`config.mk`:
```
export PLATFORM = sky130hd
export DESIGN_NAME = dl_sequencer_flat
export DESIGN_NICKNAME = d
export VERILOG_FILES = /design/src/rtl/dl_pkg.sv /design/src/rtl/dl_sequencer_if.sv /design/src/rtl/dl_rst_stretch.sv /design/src/rtl/dl_sequencer.sv /design/src/flat_wrapper.sv
export SDC_FILE = /design/constraint.sdc
export NUM_CORES = 1
export LEC_CHECK = 0
export BUFFER_PORTS_ARGS = -buffer_cell sky130_fd_sc_hd__buf_2
export CAP_MARGIN = 0
export CELL_PAD_IN_SITES_DETAIL_PLACEMENT = 0
export CELL_PAD_IN_SITES_GLOBAL_PLACEMENT = 2
export CORE_MARGIN = 10
export CORE_UTILIZATION = 33
export CTS_CLUSTER_SIZE = 40
export DETAILED_ROUTE_END_ITERATION = 6
export PLACE_DENSITY = 0.89
export SLEW_MARGIN = 20
export SYNTH_ARGS = -nofsm -noshare
export SYNTH_HDL_FRONTEND = slang
export SYNTH_HIERARCHICAL = 1
export SYNTH_SLANG_ARGS = --single-unit
```
`constraint.sdc`:
```
create_clock -name clk_sys -period 8.98 [get_ports clk_sys]
set_input_delay 1.347 -clock clk_sys [delete_from_list [all_inputs] [get_ports clk_sys]]
set_output_delay 1.347 -clock clk_sys [all_outputs]
set_load 0.03 [all_outputs]
```
`src/rtl/dl_pkg.sv`:
```
// Shared types and ioctl index constants for the download sequencer.
package dl_pkg;

    typedef enum logic [1:0] {
        BOOT   = 2'd0,
        LOAD   = 2'd1,
        SETTLE = 2'd2,
        RUN    = 2'd3
    } dl_state_t;

    localparam logic [7:0] IDX_ROM = 8'd0;
    localparam logic [7:0] IDX_MOD = 8'd1;
    localparam logic [7:0] IDX_DIP = 8'd254;

endpackage

```
`src/rtl/dl_sequencer_if.sv`:
```
// hps_io ioctl download bus: hps_io drives it (master), the sequencer consumes it (slave).
interface dl_sequencer_if;

    logic        ioctl_download;
    logic        ioctl_wr;
    logic [7:0]  ioctl_index;
    logic [24:0] ioctl_addr;
    logic [7:0]  ioctl_dout;

    modport master (output ioctl_download, ioctl_wr, ioctl_index, ioctl_addr, ioctl_dout);
    modport slave  (input  ioctl_download, ioctl_wr, ioctl_index, ioctl_addr, ioctl_dout);

endinterface

```
`src/rtl/dl_rst_stretch.sv`:
```
// Loadable down-counter that stretches core reset for RST_HOLD cycles after a load ends.
module dl_rst_stretch #(
    parameter int RST_HOLD = 16
) (
    input  logic clk_sys,
    input  logic reset,
    input  logic start,
    output logic done
);

    localparam int CW = (RST_HOLD > 1) ? $clog2(RST_HOLD) : 1;

    logic [CW-1:0] cnt;
    logic          active;

    // NOTE: sequential state is assigned with <= only, so every flop samples pre-edge values.
    always_ff @(posedge clk_sys) begin
        if (reset) begin
            cnt    <= '0;
            active <= 1'b0;
        end else if (start) begin
            cnt    <= CW'(RST_HOLD - 1);
            active <= 1'b1;
        end else if (cnt != '0) begin
            cnt    <= cnt - CW'(1);
        end
    end

    assign done = active && (cnt == '0);

endmodule

```
`src/rtl/dl_sequencer.sv`:
```
// ioctl download sequencer: routes ROM / variant / DIP downloads and holds the core in reset.
// Optional DL_CHKSUM_EN builds the additive ROM checksum; otherwise rom_sum is tied to zero.
module dl_sequencer
    import dl_pkg::*;
#(
    parameter int ROM_AW    = 16,
    parameter int DIP_BYTES = 8,
    parameter int RST_HOLD  = 16,
    parameter int ROM_MIN   = 16
) (
    input  logic                   clk_sys,
    input  logic                   reset,
    dl_sequencer_if.slave          ioctl,
    output logic                   rom_wr,
    output logic [ROM_AW-1:0]      rom_addr,
    output logic [7:0]             rom_data,
    output logic [7:0]             mod_id,
    output logic [8*DIP_BYTES-1:0] sw,
    output logic                   core_reset,
    output logic                   busy,
    output logic                   dl_err,
    output logic [7:0]             rom_sum
);

    localparam logic [ROM_AW:0] CNT_MAX = {1'b1, {ROM_AW{1'b0}}};
    localparam logic [ROM_AW:0] MIN_CNT = (ROM_AW + 1)'(ROM_MIN);

    dl_state_t       state, state_nxt;
    logic            dl_prev, armed, load_rom;
    logic [ROM_AW:0] byte_cnt, cnt_base, cnt_inc;
    logic            rise, fall, dl_act, wr_ok, is_rom, is_mod, addr_ok;
    logic            rom_acc, rom_bad, reload, enter_load, short_load, settle_start, settle_done;

    // After a reset, writes and load requests are ignored until a fresh rising edge of download.
    assign rise    = ioctl.ioctl_download & ~dl_prev;
    assign fall    = dl_prev & ~ioctl.ioctl_download;
    assign dl_act  = ioctl.ioctl_download & (armed | rise);
    assign wr_ok   = ioctl.ioctl_wr & (armed | rise);
    assign is_rom  = (ioctl.ioctl_index == IDX_ROM);
    assign is_mod  = (ioctl.ioctl_index == IDX_MOD);
    assign addr_ok = ((ioctl.ioctl_addr >> ROM_AW) == '0);
    assign rom_acc = wr_ok & is_rom & addr_ok;
    assign rom_bad = wr_ok & is_rom & ~addr_ok;
    assign reload  = dl_act & (is_rom | is_mod);

    assign enter_load = (state == BOOT) ? (dl_act & is_rom) : ((state != LOAD) & reload);

    // The byte landing with the entry edge counts toward the fresh load; the count saturates.
    assign cnt_base = (enter_load && is_rom) ? '0 : byte_cnt;
    assign cnt_inc  = (rom_acc && cnt_base != CNT_MAX) ? cnt_base + 1'b1 : cnt_base;

    // NOTE: every always_comb output gets a default first so no path can infer a latch.
    always_comb begin
        state_nxt    = state;
        short_load   = 1'b0;
        settle_start = 1'b0;
        case (state)
            BOOT:   if (enter_load) state_nxt = LOAD;
            LOAD: begin
                if (fall) begin
                    if (load_rom && cnt_inc < MIN_CNT) begin
                        short_load = 1'b1;
                        state_nxt  = BOOT;
                    end else begin
                        settle_start = 1'b1;
                        state_nxt    = SETTLE;
                    end
                end
            end
            SETTLE: begin
                if (reload)           state_nxt = LOAD;
                else if (settle_done) state_nxt = RUN;
            end
            RUN:    if (reload) state_nxt = LOAD;
            default: state_nxt = BOOT;
        endcase
    end

    dl_rst_stretch #(.RST_HOLD(RST_HOLD)) u_stretch (
        .clk_sys (clk_sys),
        .reset   (reset),
        .start   (settle_start),
        .done    (settle_done)
    );

    always_ff @(posedge clk_sys) begin
        if (reset) begin
            state    <= BOOT;
            dl_prev  <= 1'b1;
            armed    <= 1'b0;
            load_rom <= 1'b0;
            byte_cnt <= '0;
            rom_wr   <= 1'b0;
            rom_addr <= '0;
            rom_data <= '0;
            mod_id   <= '0;
            sw       <= '1;
            dl_err   <= 1'b0;
        end else begin
            state    <= state_nxt;
            dl_prev  <= ioctl.ioctl_download;
            byte_cnt <= cnt_inc;
            rom_wr   <= rom_acc;
            if (rise)       armed    <= 1'b1;
            if (enter_load) load_rom <= is_rom;
            if (rom_acc) begin
                rom_addr <= ioctl.ioctl_addr[ROM_AW-1:0];
                rom_data <= ioctl.ioctl_dout;
            end
            if (wr_ok && is_mod) mod_id <= ioctl.ioctl_dout;
            if (wr_ok && ioctl.ioctl_index == IDX_DIP) begin
                for (int k = 0; k < DIP_BYTES; k++) begin
                    if (ioctl.ioctl_addr == 25'(k)) sw[8*k +: 8] <= ioctl.ioctl_dout;
                end
            end
            // A fault in the same cycle as the clear must still be recorded.
            if (enter_load && state == BOOT) dl_err <= 1'b0;
            if (rom_bad || short_load)       dl_err <= 1'b1;
        end
    end

`ifdef DL_CHKSUM_EN
    logic [7:0] sum_q;

    always_ff @(posedge clk_sys) begin
        if (reset) begin
            sum_q <= '0;
        end else if (enter_load && is_rom) begin
            sum_q <= rom_acc ? ioctl.ioctl_dout : 8'h00;
        end else if (rom_acc && state == LOAD) begin
            sum_q <= sum_q + ioctl.ioctl_dout;
        end
    end

    assign rom_sum = sum_q;
`else
    assign rom_sum = 8'h00;
`endif

    assign core_reset = (state != RUN);
    assign busy       = (state != RUN);

endmodule

```
`src/flat_wrapper.sv`:
```
// flat-port wrapper written by rule: the top's interface ports become plain ports
module dl_sequencer_flat import dl_pkg::*;
#(
    parameter int ROM_AW    = 16,
    parameter int DIP_BYTES = 8,
    parameter int RST_HOLD  = 16,
    parameter int ROM_MIN   = 16
)
  (clk_sys, reset, rom_wr, rom_addr, rom_data, mod_id, sw, core_reset, busy, dl_err, rom_sum, ioctl_ioctl_download, ioctl_ioctl_wr, ioctl_ioctl_index, ioctl_ioctl_addr, ioctl_ioctl_dout);
  dl_sequencer_if ioctl_i ();
  input  logic clk_sys;
  input  logic reset;
  output logic rom_wr;
  output logic [ROM_AW-1:0] rom_addr;
  output logic [7:0] rom_data;
  output logic [7:0] mod_id;
  output logic [8*DIP_BYTES-1:0] sw;
  output logic core_reset;
  output logic busy;
  output logic dl_err;
  output logic [7:0] rom_sum;
  input wire logic [$bits(ioctl_i.ioctl_download)-1:0] ioctl_ioctl_download;
  input wire logic [$bits(ioctl_i.ioctl_wr)-1:0] ioctl_ioctl_wr;
  input wire logic [$bits(ioctl_i.ioctl_index)-1:0] ioctl_ioctl_index;
  input wire logic [$bits(ioctl_i.ioctl_addr)-1:0] ioctl_ioctl_addr;
  input wire logic [$bits(ioctl_i.ioctl_dout)-1:0] ioctl_ioctl_dout;
  assign ioctl_i.ioctl_download = ioctl_ioctl_download;
  assign ioctl_i.ioctl_wr = ioctl_ioctl_wr;
  assign ioctl_i.ioctl_index = ioctl_ioctl_index;
  assign ioctl_i.ioctl_addr = ioctl_ioctl_addr;
  assign ioctl_i.ioctl_dout = ioctl_ioctl_dout;
  dl_sequencer #(.ROM_AW(ROM_AW), .DIP_BYTES(DIP_BYTES), .RST_HOLD(RST_HOLD), .ROM_MIN(ROM_MIN)) u_core (.clk_sys(clk_sys), .reset(reset), .ioctl(ioctl_i), .rom_wr(rom_wr), .rom_addr(rom_addr), .rom_data(rom_data), .mod_id(mod_id), .sw(sw), .core_reset(core_reset), .busy(busy), .dl_err(dl_err), .rom_sum(rom_sum));
endmodule
```
==> results of run 1 <==
sequential cells by signal, indices dropped and copies added (netlist names), 2 cells and up:
register              flops
u_core/sw                64
u_core/byte_cnt          17
u_core/rom_data           8
u_core/rom_addr          16
u_core/state              2
u_core/mod_id             8
u_core/u_stretch/cnt      4
routing by layer:
metal,routed length [um],GRT usage,vias to the layer above
met5,0,0,-
met4,204,0.0491,0
met3,1410,0.0646,14
met2,7970,0.235,159
met1,7080,0.174,2346
li1,-,-,2398
layout by cell type, fill, tap and decap left out, types with 3 or more instances in the layout:
| cell type | count |
|---|---|
| nor3b_4 | 3 |
| nor2b_1 | 36 |
| nand2_1 | 64 |
| buf_4 | 3 |
| clkinv_4 | 4 |
| nor4_1 | 6 |
| buf_2 | 143 |
| clkbuf_16 | 17 |
| nor3_1 | 7 |
| mux2i_1 | 4 |
| nand3_1 | 10 |
| a211o_1 | 64 |
| ha_1 | 9 |
| a21oi_1 | 39 |
| inv_1 | 19 |
| or2_2 | 3 |
| a41oi_1 | 3 |
| and2_1 | 5 |
| xnor2_1 | 16 |
| xor2_1 | 6 |
| nand4_1 | 7 |
| or4_1 | 3 |
| clkinv_2 | 4 |
| o2111ai_1 | 3 |
| conb_1 | 8 |
| dfxtp_1 | 125 |
| o21ai_1 | 5 |
| and3_1 | 6 |
| nor2_1 | 78 |
| nand2b_1 | 4 |
metrics by stage:
stage                util  total power, mW  hold slack (ns)  area (um2)  std cells
floorplan               -            0.666            0.432        5540        624
global placement    0.384            0.692            0.441        6330        946
detailed placement  0.384            0.700            0.444        6330        946
CTS                 0.421             1.39            0.455        6930        978
global route        0.421             1.43            0.476        6930        978
finish              0.421             1.37            0.452        6930        979
critical path: stages:
cell	delay, ns
buf_2	0.11
nor4_2	0.43
and2_1	0.39
nand2_1	0.29
and2_1	0.29
ha_1	0.24
nand4_1	0.16
nor2_1	0.08
o2111ai_1	0.18
xor2_1	0.11
a31oi_1	0.29
nor4_1	0.11
nor3_1	0.30
inv_1	0.14
a311oi_1	0.28
cell families after synthesis:
family | Yosys count
simple gates | 257
compound gates | 135
flops | 125
buf+inv | 64
xor+xnor | 22
fa+ha+maj | 9
mux | 4
other cells | 1
worst max path at each step:
stage                               startpoint                      end  slack [ns]  depth (start not counted)
final                     ioctl_ioctl_index[2]  u_core/u_stretch/cnt[1]        4.54                         15
after global routing      ioctl_ioctl_index[7]  u_core/u_stretch/cnt[1]        4.26                         15
after CTS                 ioctl_ioctl_index[2]  u_core/u_stretch/cnt[1]        4.60                         15
after detailed placement  ioctl_ioctl_index[2]  u_core/u_stretch/cnt[1]        4.18                         15
after global placement    ioctl_ioctl_index[2]  u_core/u_stretch/cnt[1]        4.34                         15
after floorplan           ioctl_ioctl_index[2]  u_core/u_stretch/cnt[1]        4.78                         15
power by group through the flow:
stage	registers, mW	clock network, mW	logic (mW)
2_1_floorplan	0.584	0	0.0824
3_3_place_gp	0.585	0	0.108
3_5_place_dp	0.585	0	0.115
4_1_cts	0.573	0.696	0.116
5_1_grt	0.574	0.724	0.130
6_report	0.573	0.679	0.116
final cells by class:
class                           count  area share
Antenna cell                        1    0.000361
Clock buffer                       19      0.0654
Clock inverter                     13      0.0204
Inverter                           20      0.0108
Multi-Input combinational cell    435       0.396
Sequential cell                   125       0.361
Tap cell                          220      0.0397
Timing Repair Buffer              146       0.107
==> reports/results.ini, run 1 <==
[power]
cellPowerDensity_mw_per_mm2 = 198
ir_drop_v = 0.000119
seq_power_share = 0.419
p_int_mw = 1.04
p_clk_frac = 0.496
sw_frac_of_total = 0.243
power.leakage_nw = 2.61
p_switching_mw = 0.333
pwr-share-comb = 0.085

[worst_setup_path]
path_max_fanout = 9
ff2ff_path_depth = 16
worstPathRequired_ns = 9.28
r2r_slack_ns = 4.99
crit_arrival_ns = 4.75
rr_endpoint = u_core/u_stretch/cnt[1]
cp-start-kind = primary input
timing.rr.start = u_core/state[0]
critical_path_class = primary input to flip-flop
end_kind = flip-flop

[yosys]
syn_avg_cell_area_um2 = 8.93
synth_top_area_share = 0.454
synth_area_mm2 = 0.00551
async_flop_share = 0
syn_inst = 617
synth.distinct_cells = 67
synth_compound_area_frac = 0.184
synth.most_common_cell = dfxtp_1
synth_common_cells = dfxtp_1 (125), nor2_1 (79), a211o_1 (64), nand2_1 (64), a21oi_1 (39)
synth-edff-count = 0
synth_top_family_by_area = simple AND/OR/NAND/NOR gates
yosys_warnings = 6
synth-main-ff-cell = dfxtp_1
synth-adder-area-share = 0.0204
synth_mux_area_frac = 0.00727
ys_top_cells_by_area = dfxtp_1 (45%), a211o_1 (10%), nor2_1 (5.4%), nand2_1 (4.4%), nor2b_1 (4.1%)
synth-xor-area-share = 0.0350
synth_seq_cells = 125
ys_seq_area_frac = 0.454
yosysTopAreaCell = dfxtp_1
synth-simple-area-share = 0.245

[routing]
vias_per_cell = 5.02
drt_iter0_drc = 337
vias = 4917
postRouteWirelength_mm = 16.7
drc = 0
drt_pass1_iterations = 5
ant_nets = 0
wl_per_cell_um = 17.0

[cts]
holdBufCountCts = 0
postCtsSetupRepairBufs = 0
htree_levels = 4
clock_sinks = 125
root_buffer = clkbuf_16
cts-buffers-inserted = 17
clock_latency_ns = 0.42
tritoncts = done
cts.clk_slew.worst_paths_ns = 0.06
cts.repair.resized = 0
cts_max_path_buffers = 2

[finish]
finalNetCount = 799
syn_to_final_growth_pct = 25.7
n_fill_cell = 1681
layout-drive-gt1-share = 0.263
multiInputGateArea_mm2 = 0.00274
seq_area_mm2 = 0.00250

[grt]
grt_pass1_vias = 4841
grt_max_degree = 103
grtUsageTotal = 0.148
grt_pass1_wl_mm = 26.2
antenna_found_initial = 1
overflow = 0

[run_status]
outcome = complete, no violations

[sta]
fin_ws_ns = 4.54
skew_ns = 0.00898
slew_viol_final = 0
slew-limit-headroom = 0.277
setup_viol = 0
worst_pin_slew_ns = 1.08
rsz0062_at_grt = false
fin_crit_ns = 4.44
setup_tns_ns = 0
hold_viol = 0
final.period_utilization = 0.495
fmax_mhz = 225

[die]
initial_utilization = 0.335
core_area_mm2 = 0.0165
die_x_um = 149
std_cell_rows = 47
dieArea_mm2 = 0.0223
boundaryPins = 153
die_y_um = 149

[worst_hold_path]
min_path_type = flip-flop to flip-flop
min_to = u_core/rom_addr[11]
holdPathStages = 2
hp-start = u_core/rom_addr[11]

[placement]
gp_congestion = 0.936
port_buffers = 144
dpl_worst_slack_ns = 4.18
hpwl_mm = 12.2

[run]
maxCapViolCount = 0

(Power assumes the default switching activity.)
==> run 2, diff against run 1 <==
--- a/config.mk
+++ b/config.mk
@@ -5,15 +5,16 @@
 export SDC_FILE = /design/constraint.sdc
 export NUM_CORES = 1
 export LEC_CHECK = 0
+export ABC_AREA = 1
 export BUFFER_PORTS_ARGS = -buffer_cell sky130_fd_sc_hd__buf_2
 export CAP_MARGIN = 0
 export CELL_PAD_IN_SITES_DETAIL_PLACEMENT = 0
 export CELL_PAD_IN_SITES_GLOBAL_PLACEMENT = 2
 export CORE_MARGIN = 10
-export CORE_UTILIZATION = 33
+export CORE_UTILIZATION = 29
 export CTS_CLUSTER_SIZE = 40
 export DETAILED_ROUTE_END_ITERATION = 6
-export PLACE_DENSITY = 0.89
+export PLACE_DENSITY = 0.83
 export SLEW_MARGIN = 20
 export SYNTH_ARGS = -nofsm -noshare
 export SYNTH_HDL_FRONTEND = slang
==> constraint.sdc (replaced) <==
create_clock -name clk_sys -period 4.4 [get_ports clk_sys]
set_input_delay 0.66 -clock clk_sys [delete_from_list [all_inputs] [get_ports clk_sys]]
set_output_delay 0.66 -clock clk_sys [all_outputs]
set_load 0.03 [all_outputs]
==> reports/results.ini, run 2 <==
[run_status]
outcome = complete, no violations

[grt]
grtUsageTotal = 0.139  ; -0.00873
grt_max_degree = 75  ; -27%
grt_pass1_vias = 4898  ; +1.2%
overflow = 0  ; unchanged
antenna_found_initial = 1  ; unchanged
grt_pass1_wl_mm = 27.1  ; +3.5%

[yosys]
synth-main-ff-cell = dfxtp_1
synth_mux_area_frac = 0  ; -0.00727
synth-adder-area-share = 0.0203  ; -0.000147
synth-simple-area-share = 0.264  ; +0.0192
yosys_warnings = 6  ; unchanged
synth_area_mm2 = 0.00555  ; +0.73%
synth-xor-area-share = 0.0108  ; -0.0241
yosysTopAreaCell = dfxtp_1
synth_top_area_share = 0.451  ; -0.00328
ys_seq_area_frac = 0.451  ; -0.00328
syn_avg_cell_area_um2 = 7.78  ; -13%
synth_top_family_by_area = simple AND/OR/NAND/NOR gates
synth-edff-count = 0  ; unchanged
synth.distinct_cells = 38  ; -43%
ys_top_cells_by_area = dfxtp_1 (45%), nand2_1 (10%), o211ai_1 (8.7%), nor2_1 (5.2%), o21ai_0 (4.6%)
async_flop_share = 0  ; unchanged
synth_common_cells = nand2_1 (151), dfxtp_1 (125), nor2_1 (77)
synth_compound_area_frac = 0.176  ; -0.00764
synth_seq_cells = 125  ; unchanged
synth.most_common_cell = nand2_1
syn_inst = 713  ; +16%

[die]
boundaryPins = 153  ; unchanged
initial_utilization = 0.296  ; -0.0389
std_cell_rows = 50  ; +6.4%
dieArea_mm2 = 0.0251  ; +13%
die_y_um = 158  ; +6.1%
core_area_mm2 = 0.0188  ; +14%
die_x_um = 158  ; +6.1%

[finish]
syn_to_final_growth_pct = 26.0
largest_register = u_core/sw
n_fill_cell = 2046  ; +22%
largest_reg_flops = 64  ; unchanged
layout_commonest_cell = nand2_1
layout-drive-gt1-share = 0.251  ; -0.0117
top_regs = u_core/sw: 64 flops, u_core/byte_cnt: 17 flops, u_core/rom_addr: 16 flops
final_cell_mix = nand2_1 (151), buf_2 (144), dfxtp_1 (125), nor2_1 (76), o211ai_1 (64)
final_util = 0.373  ; -0.0482
finalNetCount = 902  ; +13%

[routing]
drt_pass1_iterations = 5  ; unchanged
ant_nets = 0  ; unchanged
vias_per_cell = 4.68  ; -6.8%
drc = 0  ; unchanged
wl_per_cell_um = 16.1  ; -5.6%
drt_iter0_drc = 315  ; -6.5%
vias = 5128  ; +4.3%
postRouteWirelength_mm = 17.6  ; +5.7%

[cts]
clock_latency_ns = 0.41  ; about the same
holdBufCountCts = 0  ; unchanged
cts_max_path_buffers = 2  ; unchanged
cts.clk_slew.worst_paths_ns = 0.06  ; about the same
cts.repair.resized = 0  ; unchanged
clock_sinks = 125  ; unchanged
postCtsSetupRepairBufs = 0  ; unchanged
htree_levels = 4  ; unchanged
cts-buffers-inserted = 17  ; unchanged
root_buffer = clkbuf_16
tritoncts = done

[power]
p_int_mw = 1.96  ; +90%
cellPowerDensity_mw_per_mm2 = 381  ; +93%
ir_drop_v = 0.000254  ; +110%
p_clk_frac = 0.496  ; about the same
power.leakage_nw = 3.37  ; +29%
p_switching_mw = 0.701  ; +110%
seq_power_share = 0.435  ; +0.016
pwr-share-comb = 0.069  ; -0.016
sw_frac_of_total = 0.263  ; +0.0198

[sta]
fin_crit_ns = 3.23
skew_ns = 0.00724  ; -0.00174 ns
fmax_mhz = 310
setup_viol = 0  ; unchanged
rsz0062_at_grt = false
final.period_utilization = 0.734
slew_viol_final = 0  ; unchanged
hold_viol = 0  ; unchanged
slew-limit-headroom = 0.595  ; +0.317
holdWs_ns = 0.457  ; +0.00537 ns
worst_pin_slew_ns = 0.606  ; -0.478 ns
setup_tns_ns = 0  ; unchanged

[worst_setup_path]
worstPathRequired_ns = 4.72  ; -4.56 ns
cp-startpoint = u_core/state[0]
endpoint = u_core/u_stretch/cnt[3]
rr_endpoint = u_core/u_stretch/cnt[3]
crit_arrival_ns = 3.55  ; -1.20 ns
r2r_slack_ns = 1.17  ; -3.82 ns
critPathSlowestCell = dfxtp_1
path_max_fanout = 35  ; +26
end_kind = flip-flop
crit_path_max_incr_delay_ns = 0.40  ; -0.03 ns
path_common_cell = nand2_1
timing.rr.start = u_core/state[0]
cp-start-kind = flip-flop
ff2ff_path_depth = 21  ; +5
path_cells = inv_1, ha_1, o211ai_4, buf_4, nand3b_1, nor2_4, nand2_4, nor2_2, nand2_1, xnor2_2, nand3_1, nor2_1, nand2_1, nand2_1, nor2_1, inv_2, nand3_2, nand2_2, inv_2, nand2_1, inv_1
critical_path_class = flip-flop to flip-flop

[run]
maxCapViolCount = 0  ; unchanged

[placement]
gp_congestion = 0.811  ; -13%
port_buffers = 144  ; unchanged
hpwl_mm = 12.8  ; +5.4%

[worst_hold_path]
min_path_type = flip-flop to flip-flop

[run 2: changes by cell type after synthesis, moves of 7 or more]
cell / previous run / this run
a211o_1: 64 / 0
clkbuf_1: 27 / 19
clkinv_1: 0 / 8
inv_1: 19 / 44
nand2_1: 64 / 151
nand3_1: 10 / 37
nand4_1: 7 / 14
nor2b_1: 36 / 0
o211ai_1: 1 / 64
o21ai_0: 2 / 51
xnor2_1: 16 / 2
[run 2: layout make-up]
type | count | area, um2 | share of cell area
multi-input cells | 499 | 2650 | 0.380
repair buffers | 149 | 771 | 0.110
well taps | 234 | 293 | 0.0419
inverters | 56 | 210 | 0.0301
clock buffers | 18 | 439 | 0.0628
diodes | 1 | 2.50 | 0.000358
clock inverters | 14 | 120 | 0.0172
flip-flops and latches | 125 | 2500 | 0.358
[run 2: power by group through the flow]
stage                     registers (mW)  logic (mW)  clock network, mW
final                               1.16       0.185               1.32
after global routing                1.16       0.214               1.41
after CTS                           1.16       0.189               1.36
after detailed placement            1.18       0.188                  0
after global placement              1.18       0.192                  0
after floorplan                     1.18       0.134                  0
[run 2: how the worst min path moves through the flow]
| stage | startpoint | endpoint | slack, ns | cells after the start |
|---|---|---|---|---|
| 2_1_floorplan | u_core/u_stretch/active | u_core/u_stretch/active | 0.43 | 2 |
| 3_3_place_gp | u_core/sw[36] | u_core/sw[36] | 0.45 | 2 |
| 3_5_place_dp | u_core/u_stretch/active | u_core/u_stretch/active | 0.45 | 2 |
| 4_1_cts | ioctl_ioctl_download | u_core/dl_prev | 0.45 | 2 |
| 5_1_grt | ioctl_ioctl_addr[9] | u_core/rom_addr[9] | 0.48 | 3 |
| 6_report | u_core/u_stretch/active | u_core/u_stretch/active | 0.46 | 2 |
[run 2: metrics by stage]
stage          setup slack (ns)  area [um2]  instances  total power [mW]
4_1_cts                    1.13        6990       1095              2.71
3_3_place_gp               1.06        6430       1063              1.38
6_report                   1.17        6990       1096              2.67
5_1_grt                   0.816        6990       1095              2.78
3_5_place_dp               1.01        6430       1063              1.37
2_1_floorplan              1.25        5580        720              1.32
[run 2: critical path, delay by kind of cell (launching register included)]
kind	cells	cell delay, ns
XOR/XNOR	1	0.18
buffers and inverters	5	0.63
AND/OR/NAND/NOR	13	1.40
adder cells (fa/ha/maj)	1	0.29
AO/OA/AOI/OAI	1	0.22
flip-flops	1	0.40
[run 2: logic make-up after synthesis]
logic type,after synthesis
AO/OA/AOI/OAI,159
XOR/XNOR,6
adder cells (fa/ha/maj),9
buffers and inverters,96
flip-flops,125
other,1
AND/OR/NAND/NOR,317
[run 2: metal layers]
metal	global-route usage	vias up	part of all wire
met5	0	-	0
met4	0.0512	0	0.0071
met3	0.0559	9	0.084
met2	0.216	134	0.46
met1	0.170	2323	0.45
li1	-	2662	-
==> run 3, diff against run 2 <==
==> constraint.sdc (replaced) <==
create_clock -name clk_sys -period 3.1 [get_ports clk_sys]
set_input_delay 0.465 -clock clk_sys [delete_from_list [all_inputs] [get_ports clk_sys]]
set_output_delay 0.465 -clock clk_sys [all_outputs]
set_load 0.03 [all_outputs]
==> reports/results.ini, run 3 (same netlist as run 2, synthesis figures left out) <==
[placement]
dpl_worst_slack_ns = -0.0436  ; -1.05 ns
hpwl_mm = 13.0  ; +1.5%
port_buffers = 144  ; unchanged
gp_congestion = 0.805  ; -0.79%

[die]
std_cell_rows = 50  ; unchanged
initial_utilization = 0.296  ; unchanged
boundaryPins = 153  ; unchanged
die_y_um = 158  ; unchanged
dieArea_mm2 = 0.0251  ; unchanged
die_x_um = 158  ; unchanged
core_area_mm2 = 0.0188  ; unchanged

[grt]
grt_pass1_vias = 5190  ; +6.0%
grt_max_degree = 102  ; +36%
antenna_found_initial = 2  ; +1
grtUsageTotal = 0.145  ; +0.00597
overflow = 0  ; unchanged
grt_pass1_wl_mm = 28.5  ; +5.0%

[finish]
syn_to_final_growth_pct = 33.1
finalNetCount = 933  ; +3.4%
largest_register = u_core/sw
layout_commonest_cell = nand2_1
layout-drive-gt1-share = 0.303  ; +0.0518
largest_reg_flops = 64  ; unchanged
top_regs = u_core/sw: 64 flops, u_core/byte_cnt: 17 flops, u_core/rom_addr: 16 flops
n_fill_cell = 1962  ; -4.1%
final_cell_mix = nand2_1 (145), buf_2 (144), dfxtp_1 (123), nor2_1 (73), o211ai_1 (64)

[worst_setup_path]
end_kind = flip-flop
worstPathRequired_ns = 3.42  ; -1.30 ns
ff2ff_path_depth = 28  ; +33%
path_max_fanout = 5  ; -86%
critPathSlowestCell = dfxtp_2
crit_path_max_incr_delay_ns = 0.34  ; -0.06 ns
critical_path_class = flip-flop to flip-flop
path_common_cell = nand2_2
cp-start-kind = flip-flop
crit_arrival_ns = 3.22  ; -0.33 ns

[cts]
clock_latency_ns = 0.43  ; +0.02 ns
clock_sinks = 125  ; unchanged
root_buffer = clkbuf_16
cts.clk_slew.worst_paths_ns = 0.06  ; about the same
cts-buffers-inserted = 17  ; unchanged
tritoncts = done
cts_max_path_buffers = 2  ; unchanged
htree_levels = 4  ; unchanged

[worst_hold_path]
holdPathStages = 2  ; unchanged
min_path_type = primary input to flip-flop

[routing]
met1_length_mm = 7.82  ; -0.34%
wl_per_cell_um = 16.0  ; -0.49%
vias_per_cell = 4.70  ; +0.55%
drc = 0  ; unchanged
drt_pass1_iterations = 5  ; unchanged
postRouteWirelength_mm = 18.0  ; +2.3%
ant_nets = 0  ; unchanged
top_layer = met5
routed-wl-met2_mm = 8.40  ; +2.9%
drt_iter0_drc = 399  ; +27%
vias = 5302  ; +3.4%
met3_length_mm = 1.55  ; +5.4%

[sta]
fin_crit_ns = 2.90  ; -0.332 ns
fmax_mhz = 345  ; +11%
setup_viol = 0  ; unchanged
final.period_utilization = 0.935  ; +0.201
slew-limit-headroom = 0.588  ; -0.00689
holdWs_ns = 0.280  ; -0.177 ns
slew_viol_final = 0  ; unchanged
skew_ns = 0.0116  ; +0.00432 ns
rsz0062_at_grt = true
worst_pin_slew_ns = 0.616  ; +0.0103 ns
hold_viol = 0  ; unchanged
fin_ws_ns = 0.203  ; -0.968 ns

[power]
power.leakage_nw = 3.53  ; +4.9%
ir_drop_v = 0.000367  ; +44%
cellPowerDensity_mw_per_mm2 = 526  ; +38%

[run_status]
outcome = complete, no violations

[run]
maxCapViolCount = 0  ; unchanged

[run 3: layer usage]
layer | up-vias | GRT usage
met5 | - | 0
met3 | 17 | 0.0615
met4 | 2 | 0.0485
li1 | 2736 | -
met1 | 2407 | 0.176
met2 | 140 | 0.225
[run 3: cell type report]
class	instances	area, um2	share of cell area
clock buffer	18	429	0.0581
timing repair buffer	180	1040	0.141
sequential	125	2510	0.339
antenna	1	2.50	0.000339
inverter	56	215	0.0291
clock inverter	14	149	0.0202
tap	234	293	0.0396
multi-input combinational	499	2750	0.372
[run 3: final timing paths]
path | start | end | slack, ns
max | u_core/state[1] | u_core/u_stretch/cnt[3] | 0.20
min | ioctl_ioctl_download | u_core/dl_prev | 0.28
max reg2reg | u_core/state[1] | u_core/u_stretch/cnt[3] | 0.20
min reg2reg | u_core/u_stretch/active | u_core/u_stretch/active | 0.46
[run 3: report_power, final]
| part | internal (mW) | leakage (nW) | switching [mW] |
|---|---|---|---|
| logic | 0.101 | 2.24 | 0.176 |
| clock network | 1.14 | 0.279 | 0.833 |
| registers | 1.63 | 1.01 | 0.0177 |
| total | 2.86 | 3.53 | 1.03 |
[run 3: per-stage QoR]
stage	utilization	instances	TNS (ns)	cell area, um2	total power [mW]
floorplan	-	720	0	5580	1.87
global placement	0.352	1085	-0.0638	6610	1.95
detailed placement	0.352	1085	-0.0877	6610	1.95
CTS	0.383	1117	0	7190	3.93
global route	0.394	1126	-0.179	7390	4.05
finish	0.394	1127	0	7390	3.89
[run 3: worst max-delay path, delay by kind of cell (launching register included)]
family          cells  cell delay, ns
compound gates      1            0.26
fa+ha+maj           2            0.29
buf+inv             7            0.44
flops               1            0.34
simple gates       18            1.47
[run 3: timing repair]
action / CTS / global route
buffers inserted: 0 / 9
hold buffers: 0 / 0
gates resized for setup: 0 / 36
setup endpoints to repair: 0 / 7
